### config.mk
export PLATFORM = sky130hd
export DESIGN_NAME = mmio_uart_tx_flat
export DESIGN_NICKNAME = d
export VERILOG_FILES = /design/src/rtl/mmio_uart_tx_if.sv /design/src/rtl/mmio_uart_tx.sv /design/src/flat_wrapper.sv
export SDC_FILE = /design/constraint.sdc
export NUM_CORES = 1
export LEC_CHECK = 0
export BUFFER_PORTS_ARGS = -buffer_cell sky130_fd_sc_hd__buf_2
export CORE_MARGIN = 2
export CORE_UTILIZATION = 35
export CTS_CLUSTER_SIZE = 24
export DETAILED_ROUTE_END_ITERATION = 10
export PLACE_DENSITY = 0.6
export SYNTH_ARGS = -nofsm -noshare
export SYNTH_HDL_FRONTEND = slang
export SYNTH_SLANG_ARGS = --single-unit
### constraint.sdc
create_clock -name clk -period 6 [get_ports clk]
set_input_delay 0.6 -clock clk [delete_from_list [all_inputs] [get_ports clk]]
set_output_delay 0.6 -clock clk [all_outputs]
set_load 0.05 [all_outputs]
### src/rtl/mmio_uart_tx_if.sv
// Data-memory bus slice seen by the UART transmitter: core store traffic in,
// select and read data back out to the top-level data mux.
interface mmio_uart_tx_if;
  logic        memWrite;
  logic [31:0] dataAdr;
  logic [31:0] writeData;
  logic        sel;
  logic [31:0] rdata;

  modport master (output memWrite, dataAdr, writeData, input sel, rdata);
  modport slave  (input memWrite, dataAdr, writeData, output sel, rdata);
endinterface

### src/rtl/mmio_uart_tx.sv
// Memory-mapped 8N1 UART transmitter: DATA/STATUS/DIV registers, a TX FIFO
// and a START/DATA/STOP serialiser that chains frames with no idle gap.
module mmio_uart_tx #(
  parameter logic [31:0] BASE_ADDR    = 32'h1000_0000,
  parameter int          FIFO_DEPTH   = 8,
  parameter int          CLKS_PER_BIT = 16
) (
  input  logic           clk,
  input  logic           rst,
  mmio_uart_tx_if.slave  bus,
  output logic           tx
);
  localparam int PW = $clog2(FIFO_DEPTH);
  localparam int CW = PW + 1;

  typedef enum logic [1:0] {S_IDLE, S_START, S_DATA, S_STOP} state_e;

  state_e          state_q, state_d;
  logic [15:0]     div_q, adiv_q, adiv_d, cnt_q, cnt_d;
  logic [2:0]      bit_q, bit_d;
  logic [7:0]      shift_q, shift_d;
  logic            tx_q, tx_d;
  logic            ovf_q;
  logic [7:0]      mem_q [FIFO_DEPTH];
  logic [PW-1:0]   wptr_q, rptr_q;
  logic [CW-1:0]   count_q;

  logic [1:0]      off;
  logic            wr, data_wr, push, pop, full, empty, tick;
  logic [31:0]     status;
  logic            unused_wd;

  // Address decode: word-aligned hits inside the 16-byte window only
  assign bus.sel   = (bus.dataAdr[31:4] == BASE_ADDR[31:4]) && (bus.dataAdr[1:0] == 2'b00);
  assign off       = bus.dataAdr[3:2];
  assign wr        = bus.memWrite && bus.sel;
  assign data_wr   = wr && (off == 2'd0);
  assign unused_wd = ^bus.writeData[31:16];

  assign full  = (count_q == CW'(FIFO_DEPTH));
  assign empty = (count_q == '0);
  assign push  = data_wr && (!full || pop);
  assign tick  = (cnt_q == adiv_q - 16'd1);

  assign status = {16'd0, 8'(count_q), 4'd0, ovf_q, empty, full, state_q != S_IDLE};

  always_comb begin
    bus.rdata = '0;
    if (bus.sel) begin
      case (off)
        2'd1:    bus.rdata = status;
        2'd2:    bus.rdata = {16'd0, div_q};
        default: bus.rdata = '0;
      endcase
    end
  end

  always_comb begin
    state_d = state_q;
    cnt_d   = cnt_q;
    bit_d   = bit_q;
    shift_d = shift_q;
    adiv_d  = adiv_q;
    pop     = 1'b0;
    case (state_q)
      S_IDLE: begin
        if (!empty) begin
          pop     = 1'b1;
          shift_d = mem_q[rptr_q];
          adiv_d  = div_q;
          cnt_d   = '0;
          state_d = S_START;
        end
      end
      S_START: begin
        if (tick) begin
          cnt_d   = '0;
          bit_d   = '0;
          state_d = S_DATA;
        end else cnt_d = cnt_q + 16'd1;
      end
      S_DATA: begin
        if (tick) begin
          cnt_d   = '0;
          shift_d = {1'b0, shift_q[7:1]};
          if (bit_q == 3'd7) state_d = S_STOP;
          else               bit_d   = bit_q + 3'd1;
        end else cnt_d = cnt_q + 16'd1;
      end
      S_STOP: begin
        if (tick) begin
          cnt_d = '0;
          // Chain straight into the next start bit when more data is queued
          if (!empty) begin
            pop     = 1'b1;
            shift_d = mem_q[rptr_q];
            adiv_d  = div_q;
            state_d = S_START;
          end else state_d = S_IDLE;
        end else cnt_d = cnt_q + 16'd1;
      end
      default: state_d = S_IDLE;
    endcase

    case (state_d)
      S_START: tx_d = 1'b0;
      S_DATA:  tx_d = shift_d[0];
      default: tx_d = 1'b1;
    endcase
  end

  always_ff @(posedge clk) begin
    if (rst) begin
      state_q <= S_IDLE;
      cnt_q   <= '0;
      bit_q   <= '0;
      shift_q <= '0;
      adiv_q  <= 16'(CLKS_PER_BIT);
      div_q   <= 16'(CLKS_PER_BIT);
      tx_q    <= 1'b1;
      ovf_q   <= 1'b0;
      wptr_q  <= '0;
      rptr_q  <= '0;
      count_q <= '0;
    end else begin
      state_q <= state_d;
      cnt_q   <= cnt_d;
      bit_q   <= bit_d;
      shift_q <= shift_d;
      adiv_q  <= adiv_d;
      tx_q    <= tx_d;
      if (push) wptr_q <= wptr_q + PW'(1);
      if (pop)  rptr_q <= rptr_q + PW'(1);
      if (push && !pop)      count_q <= count_q + CW'(1);
      else if (pop && !push) count_q <= count_q - CW'(1);
      if (data_wr && !push)                                 ovf_q <= 1'b1;
      else if (wr && (off == 2'd1) && bus.writeData[3])     ovf_q <= 1'b0;
      if (wr && (off == 2'd2))
        div_q <= (bus.writeData[15:0] < 16'd2) ? 16'd2 : bus.writeData[15:0];
    end
  end

  always_ff @(posedge clk) begin
    if (push) mem_q[wptr_q] <= bus.writeData[7:0];
  end

  assign tx = tx_q;
endmodule

### src/flat_wrapper.sv
// flat-port wrapper written by rule: the top's interface ports become plain ports
module mmio_uart_tx_flat 
#(
  parameter logic [31:0] BASE_ADDR    = 32'h1000_0000,
  parameter int          FIFO_DEPTH   = 8,
  parameter int          CLKS_PER_BIT = 16
)
  (clk, rst, tx, bus_memWrite, bus_dataAdr, bus_writeData, bus_sel, bus_rdata);
  mmio_uart_tx_if bus_i ();
  input  logic clk;
  input  logic rst;
  output logic tx;
  input wire logic [$bits(bus_i.memWrite)-1:0] bus_memWrite;
  input wire logic [$bits(bus_i.dataAdr)-1:0] bus_dataAdr;
  input wire logic [$bits(bus_i.writeData)-1:0] bus_writeData;
  output wire logic [$bits(bus_i.sel)-1:0] bus_sel;
  output wire logic [$bits(bus_i.rdata)-1:0] bus_rdata;
  assign bus_i.memWrite = bus_memWrite;
  assign bus_i.dataAdr = bus_dataAdr;
  assign bus_i.writeData = bus_writeData;
  assign bus_sel = bus_i.sel;
  assign bus_rdata = bus_i.rdata;
  mmio_uart_tx #(.BASE_ADDR(BASE_ADDR), .FIFO_DEPTH(FIFO_DEPTH), .CLKS_PER_BIT(CLKS_PER_BIT)) u_core (.clk(clk), .rst(rst), .bus(bus_i), .tx(tx));
endmodule
# ---- After elaboration in Yosys (flattened, before gate mapping)
# Memory sizes are Yosys's and may differ from the RTL's. A register that Yosys moved wholly into a read port is not among the register bits.
# Index checks and enable logic that the tools add are counted.
# Widths: inputs -> output; s select.
dict set report word_totals {
  ff_bits 73
  mem_bits_rw 64
  inputBits 67
  elab_cells 101
  memories 1
}
# memory depth width rd rd_ports_with_merged_regs write_ports line
set memory_table {}
lappend memory_table {u_core.mem_q 8 8 1 1 1 mmio_uart_tx.sv:24} ;# logic [7:0] mem_q [FIFO_DEPTH];
dict set report classes {
  n_addsub 7
  order_cmp 1
  eq_ne 16
  muxes 36
  reduce_logical 28
}
# operator n
set op_table {}
lappend op_table {{$pmux 16 s2} 3}
lappend op_table {{$mux 16} 5}
lappend op_table {{$mux 32} 1}
lappend op_table {{$eq 28x25->1 const B} 1}
lappend op_table {{$mux 8} 3}
lappend op_table {{$pmux 8 s3} 1}
lappend op_table {{$add 16x1->16 const B} 1}
lappend op_table {{$eq 16x16->1} 1}
lappend op_table {{$lt 16x2->1 const B} 1}
lappend op_table {{$sub 16x1->16 const B} 1}
lappend op_table {{$mux 3} 5}
lappend op_table {{$logic_and 1x1->1} 10}
lappend op_table {{$mux 2} 5}
lappend op_table {{$reduce_bool 2->1} 5}
lappend op_table {{$add 3x1->3 const B} 3}
lappend op_table {{$eq 2x2->1 const B} 4}
lappend op_table {{$mux 4} 2}
lappend op_table {{$pmux 2 s4} 1}
lappend op_table {{$mux 1} 7}
lappend op_table {{$eq 2x1->1 const B} 3}
lappend op_table {{$logic_not 2->1} 3}
lappend op_table {{$ne 2x1->1 const B} 3}
lappend op_table {{$pmux 3 s2} 1}
lappend op_table {{$add 4x1->4 const B} 1}
lappend op_table {{other kinds (13)} 17}

# ---- Depth between registers and ports, before layout
dict set report logic_depth {
  ltp_word 10
  ltp_mapped 20
  ltp_nobuf 18
}

# ---- Worst setup path after synthesis
# Ideal clock, no wire load.
dict set report synth_path {
  path_type {flip-flop to flip-flop}
  startpoint {register u_core.adiv_q[2]}
  endpoint {register u_core.count_q[3]}
  setup_time_ns 0.070
  arrival_time_ns 3.918
  setup_slack_ns 2.011
  stages_incl_launch_ff 20
  synth_period_minus_slack_ns 3.989
  cell_sequence {dfxtp_1 buf_6 or3_1 buf_6 or4_4 xnor2_1 o211ai_1 a21oi_2 a31oi_1 clkbuf_1 o21a_1 nor3_1 ha_1 inv_1 ha_1 a21o_1 a21oi_1 xnor2_1 or3_1 a21oi_1}
}
dict set report synth_between {
  elab_chain_cells 9
}
# item line
set synth_lines {}
lappend synth_lines {{from (decl)} mmio_uart_tx.sv:19} ;# logic [15:0] div_q, adiv_q, adiv_d, cnt_q, cnt_d;
lappend synth_lines {{from (signal assigned)} mmio_uart_tx.sv:118} ;# adiv_q <= 16'(CLKS_PER_BIT);
lappend synth_lines {{from (signal assigned)} mmio_uart_tx.sv:130} ;# adiv_q <= adiv_d;
lappend synth_lines {{$sub 16x1->16 (*)} mmio_uart_tx.sv:43} ;# assign tick = (cnt_q == adiv_q - 16'd1);
lappend synth_lines {{$eq 16x16->1 (*)} mmio_uart_tx.sv:43}
lappend synth_lines {{$mux 1 (*)} mmio_uart_tx.sv:91} ;# if (tick) begin
lappend synth_lines {{$pmux 1 s2 (*)} mmio_uart_tx.sv:65} ;# case (state_q)
lappend synth_lines {{$logic_or 1x1->1 (*)} mmio_uart_tx.sv:42} ;# assign push = data_wr && (!full || pop);
lappend synth_lines {{$logic_and 1x1->1 (*)} mmio_uart_tx.sv:42}
lappend synth_lines {{named net u_core.push} mmio_uart_tx.sv:29} ;# logic wr, data_wr, push, pop, full, empty, tick;
lappend synth_lines {{$logic_not 1->1} mmio_uart_tx.sv:135} ;# else if (pop && !push) count_q <= count_q - CW'(1);
lappend synth_lines {{$logic_and 1x1->1} mmio_uart_tx.sv:135}
lappend synth_lines {{$reduce_bool 2->1 (no line)} n/a}
lappend synth_lines {{to (signal assigned)} mmio_uart_tx.sv:134} ;# if (push && !pop) count_q <= count_q + CW'(1);
lappend synth_lines {{to (signal assigned)} mmio_uart_tx.sv:135}
lappend synth_lines {{to (decl)} mmio_uart_tx.sv:26} ;# logic [CW-1:0] count_q;
# The timed path passes the listed nets; every way through them passes the cells marked *.
# A chain may end at the register's enable or synchronous reset.

# ---- Final worst setup path
dict set report layout_path {
  startpoint {register u_core.adiv_q[2]}
  endpoint {register u_core.count_q[3]}
}
dict set report layout_between {
  elab_chain_cells 9
}
# item line
set layout_lines {}
lappend layout_lines {{$sub 16x1->16 (*)} mmio_uart_tx.sv:43}
lappend layout_lines {{$eq 16x16->1 (*)} mmio_uart_tx.sv:43}
lappend layout_lines {{$mux 1 (*)} mmio_uart_tx.sv:91}
lappend layout_lines {{$pmux 1 s2 (*)} mmio_uart_tx.sv:65}
lappend layout_lines {{$logic_or 1x1->1} mmio_uart_tx.sv:42}
lappend layout_lines {{$logic_and 1x1->1} mmio_uart_tx.sv:42}
lappend layout_lines {{$logic_not 1->1} mmio_uart_tx.sv:135}
lappend layout_lines {{$logic_and 1x1->1} mmio_uart_tx.sv:135}
lappend layout_lines {{$reduce_bool 2->1 (no line)} n/a}
# Mark *: on every way between the ends. The rest lies on a longest branch, timed or not.

==> metrics.md <==
| Metric | Value |
|---|---|
| Status | `complete, no violations` |
| Leakage | `3.08 nW` |
| Rel. slew slack | `25.5%` |
| Yosys warning count | `0` |
| Critical Path Fanout Max | `11` |
| Worst Tran Pin Value | `1.11 ns` |
| Worst hold path class | `in -> reg` |
| Critical path's top delay family | `compound AO/OA/AOI/OAI gates` |
| Comb pwr share | `23.5%` |
| Layout cell share with drive strength beyond 1 | `18.5%` |
| Port Buffers | `68` |
| Setup violators final | `0` |
| CP dominant cell by count | `or3_1` |
| Number of nets in the layout | `804` |
| I/O pin cnt | `101` |
| First-pass GRT wire length | `25100 um` |
| Slew Viols, Final | `0` |
| Synth Register Bits | `140` |
| Syn Inst Count | `661` |
| CP endpoint kind | `flip-flop` |
| WS Path Type | `reg -> reg` |
| IR drop worst, VDD | `0.229 mV` |
| TritonRoute pass-1 iters | `4` |
| Final wirelength | `15400 um` |
| Final non-filler cell total | `996` |
| Commonest cells after routing, fill and taps aside | `nor2_1 (92), dfxtp_1 (76), buf_2 (68)` |
| Htree depth | `4` |
| Final Cycle Share | `81.9%` |
| Iter 0 DRT Violations | `328` |
| Crit path cell chain | `or3_1, or4_4, xnor2_1, o211ai_1, a21oi_2, a31oi_1, or3_1, ha_1, inv_1, ha_1, a21o_1, a21oi_1, xnor2_1, or3_1, a21oi_1` |
| Area grow syn2layout | `15.8%` |
| Crit path from | `u_core.adiv_q[2]` |
| Sequential power share | `39.2%` |
| Top achievable clock speed | `204 MHz` |
| Post-CTS sizing | `0` |
| Grt met3 use | `2.66%` |
| Number of global-route vias before repair | `4729` |
| Antenna Cells | `0` |
| Final setup margin | `1.09 ns` |
| Post-CTS setup buffer count | `0` |
| MaxCap Viol Count | `0` |
| Vias | `5087` |
| Placed instance count | `964` |
| CTS Buf Count | `17` |
| Fillers | `1891` |
| Global Route Usage Sum | `14.9%` |
| Clk Tree Root Cell | `clkbuf_16` |
| CTS tree | `done` |
| R2R cell count | `15` |
| Area of the multi-input gates | `3270 um2` |
| FF-to-FF Start | `u_core.adiv_q[2]` |
| Switching Fraction | `33.0%` |
| Internal power | `1.90 mW` |
| Clock Latency Late Sink | `0.43 ns` |
| Register area share after synthesis | `49.1%` |
| Setup slack, reg-to-reg | `1.09 ns` |
| Worst EP arrival | `5.27 ns` |
| DIE WIDTH | `146 um` |
| GRT overflow | `0` |
| Levels on crit path | `15` |
| Clock transition at path regs | `0.07 ns` |
| Power share of the clock group | `37.3%` |
| Largest net degree at the start of global routing | `60` |
| Post-Place Setup Slack | `1.08 ns` |
| Psw | `0.936 mW` |
| Starting density of the core | `35.8%` |
| Post-synthesis async set-or-reset flop share | `0%` |
| Most common cell after layout, fill and taps aside | `nor2_1` |
| Power per cell area | `349 nW/um2` |
| Yosys cell types | `65` |
| Met2 usage | `23.5%` |
| Critical path required time | `6.36 ns` |
| ANT nets after route | `0` |
| Setup repair after global routing missed its margin | `false` |
| Clock Sinks | `140` |
| Slowest stage delay, CP | `0.91 ns` |
| Hold Vio Cnt, Final | `0` |
| Worst Skew | `0.0103 ns` |
| Final Power | `2.83 mW` |
| Critical path endpoint | `u_core.count_q[3]` |
| Syn avg cell area | `10.6 um2` |
| Gpl congestion | `0.822` |
| Initial antenna violation count | `0` |
| Ys flop type | `dfxtp_1` |
| Slowest stage cell, crit path | `a31oi_1` |
| Max Root-Sink Buffers | `2` |
| Post-synth EDFFs | `64` |
| Core outline area | `19600 um2` |
| Startpoint Class | `flip-flop` |
| Avg WL per Cell | `15.5 um` |
| GRT met1 Usage | `20.3%` |
| CP Buf/Inv Count | `1` |
| GRT Max-Usage Layer | `met2` |
| Worst R2R End | `u_core.count_q[3]` |
| Die H | `146 um` |
| Final critical-path required period | `4.91 ns` |
| HPWL after DPL | `10700 um` |
| Post-Syn Area | `7010 um2` |
| Setup TNS Final | `0 ns` |
| # hold bufs at CTS | `0` |
| Sequential cell area | `3440 um2` |
| Row count | `51` |
| Vias/cell | `5.11` |
| Die area | `21200 um2` |
| # DRC | `0` |
## per-layer routing
layer,vias up,wire [um],part of all wire (%)
met5,-,0,0
met4,0,303,2.0
li1,2507,-,-
met1,2426,7470,48
met2,131,7050,46
met3,23,620,4.0
## synthesized netlist by cell type (2+ instances only)
cell type,number,area share (%)
clkbuf_1,24,1.3
a211o_1,3,0.37
o21ba_1,2,0.29
buf_1,4,0.21
nand4b_1,2,0.25
nor4_1,13,1.2
nor3_1,17,1.2
mux4_2,16,5.1
nor4b_1,2,0.25
a211oi_1,6,0.64
nand4_1,16,1.4
o21a_1,2,0.21
nand2_1,27,1.4
o211ai_1,4,0.43
xnor2_1,18,2.2
nand2b_1,3,0.27
o21ai_0,18,1.3
nand3_1,14,1.0
and3_1,9,0.80
a31oi_1,7,0.62
buf_6,4,0.64
a21o_1,5,0.54
ha_1,18,3.2
nor3b_1,3,0.32
a21boi_1,3,0.32
buf_4,16,1.7
buf_2,2,0.14
mux2i_1,35,5.0
dfxtp_1,76,22
or4b_4,2,0.39
a22oi_1,14,1.5
or3_1,8,0.71
o21ai_1,10,0.71
edfxtp_1,64,27
or4_1,4,0.43
a21oi_1,23,1.6
nor2b_1,2,0.18
and2_1,4,0.36
nor2_1,92,4.9
xor2_1,21,2.6
inv_1,24,1.3
## stage by stage
step / cell area (um2) / util (%) / hold slack, ns
2_1_floorplan: 7070 / - / 0.445
3_3_place_gp: 7510 / 38.3 / 0.459
3_5_place_dp: 7510 / 38.3 / 0.461
4_1_cts: 8120 / 41.4 / 0.411
5_1_grt: 8120 / 41.4 / 0.432
6_report: 8120 / 41.4 / 0.423
## power groups by stage
| stage | clock (mW) | sequential [mW] | combinational [mW] |
|---|---|---|---|
| after CTS | 1.07 | 1.11 | 0.674 |
| after floorplan | 0 | 1.12 | 0.560 |
| after global placement | 0 | 1.13 | 0.669 |
| after global routing | 1.11 | 1.12 | 0.741 |
| after detailed placement | 0 | 1.13 | 0.672 |
| final | 1.06 | 1.11 | 0.667 |
## how the worst min path moves through the flow
| stage | start | endpoint | slack, ns | cells after the start |
|---|---|---|---|---|
| floorplan | u_core.shift_q[2] | u_core.shift_q[2] | 0.45 | 2 |
| global placement | u_core.shift_q[4] | u_core.shift_q[4] | 0.46 | 2 |
| detailed placement | u_core.shift_q[2] | u_core.shift_q[2] | 0.46 | 2 |
| CTS | bus_writeData[12] | u_core.div_q[12] | 0.41 | 3 |
| global route | bus_writeData[14] | u_core.div_q[14] | 0.43 | 3 |
| finish | bus_writeData[12] | u_core.div_q[12] | 0.42 | 3 |
## tightest hold or removal path, stage by stage
cell and delay [ns]:
buf_2 0.09, mux2i_1 0.06, nor2_1 0.07
## state kept, by name, indices dropped and copies added (netlist names), named ones only
name	count
u_core.state_q	2
u_core.ovf_q	1
u_core.count_q	4
u_core.div_q	16
u_core.bit_q	3
u_core.tx	1
u_core.shift_q	8
u_core.wptr_q	3
u_core.adiv_q	16
u_core.mem_q	64
u_core.rptr_q	3
u_core.cnt_q	16
## cell type report
cell class | instances | area share (%)
clock inverters | 15 | 2.27
multi-input cells | 462 | 40.2
clock buffers | 17 | 5.24
well taps | 265 | 4.08
flip-flops and latches | 140 | 42.4
inverters | 24 | 1.11
repair buffers | 73 | 4.65
## cell families after synthesis
kind of cell / count (synthesis) / share of synthesized area, %
and+or+nand+nor: 227 / 16.6
adders and majority gates: 19 / 3.50
xor gates and xnor gates: 39 / 4.87
buffers and inverters: 74 / 5.28
DFF: 140 / 49.1
AOI/OAI and AO/OA: 109 / 10.3
muxes: 52 / 10.3
other: 1 / 0.0535
No activity file was read; power rests on OpenSTA's default activity.
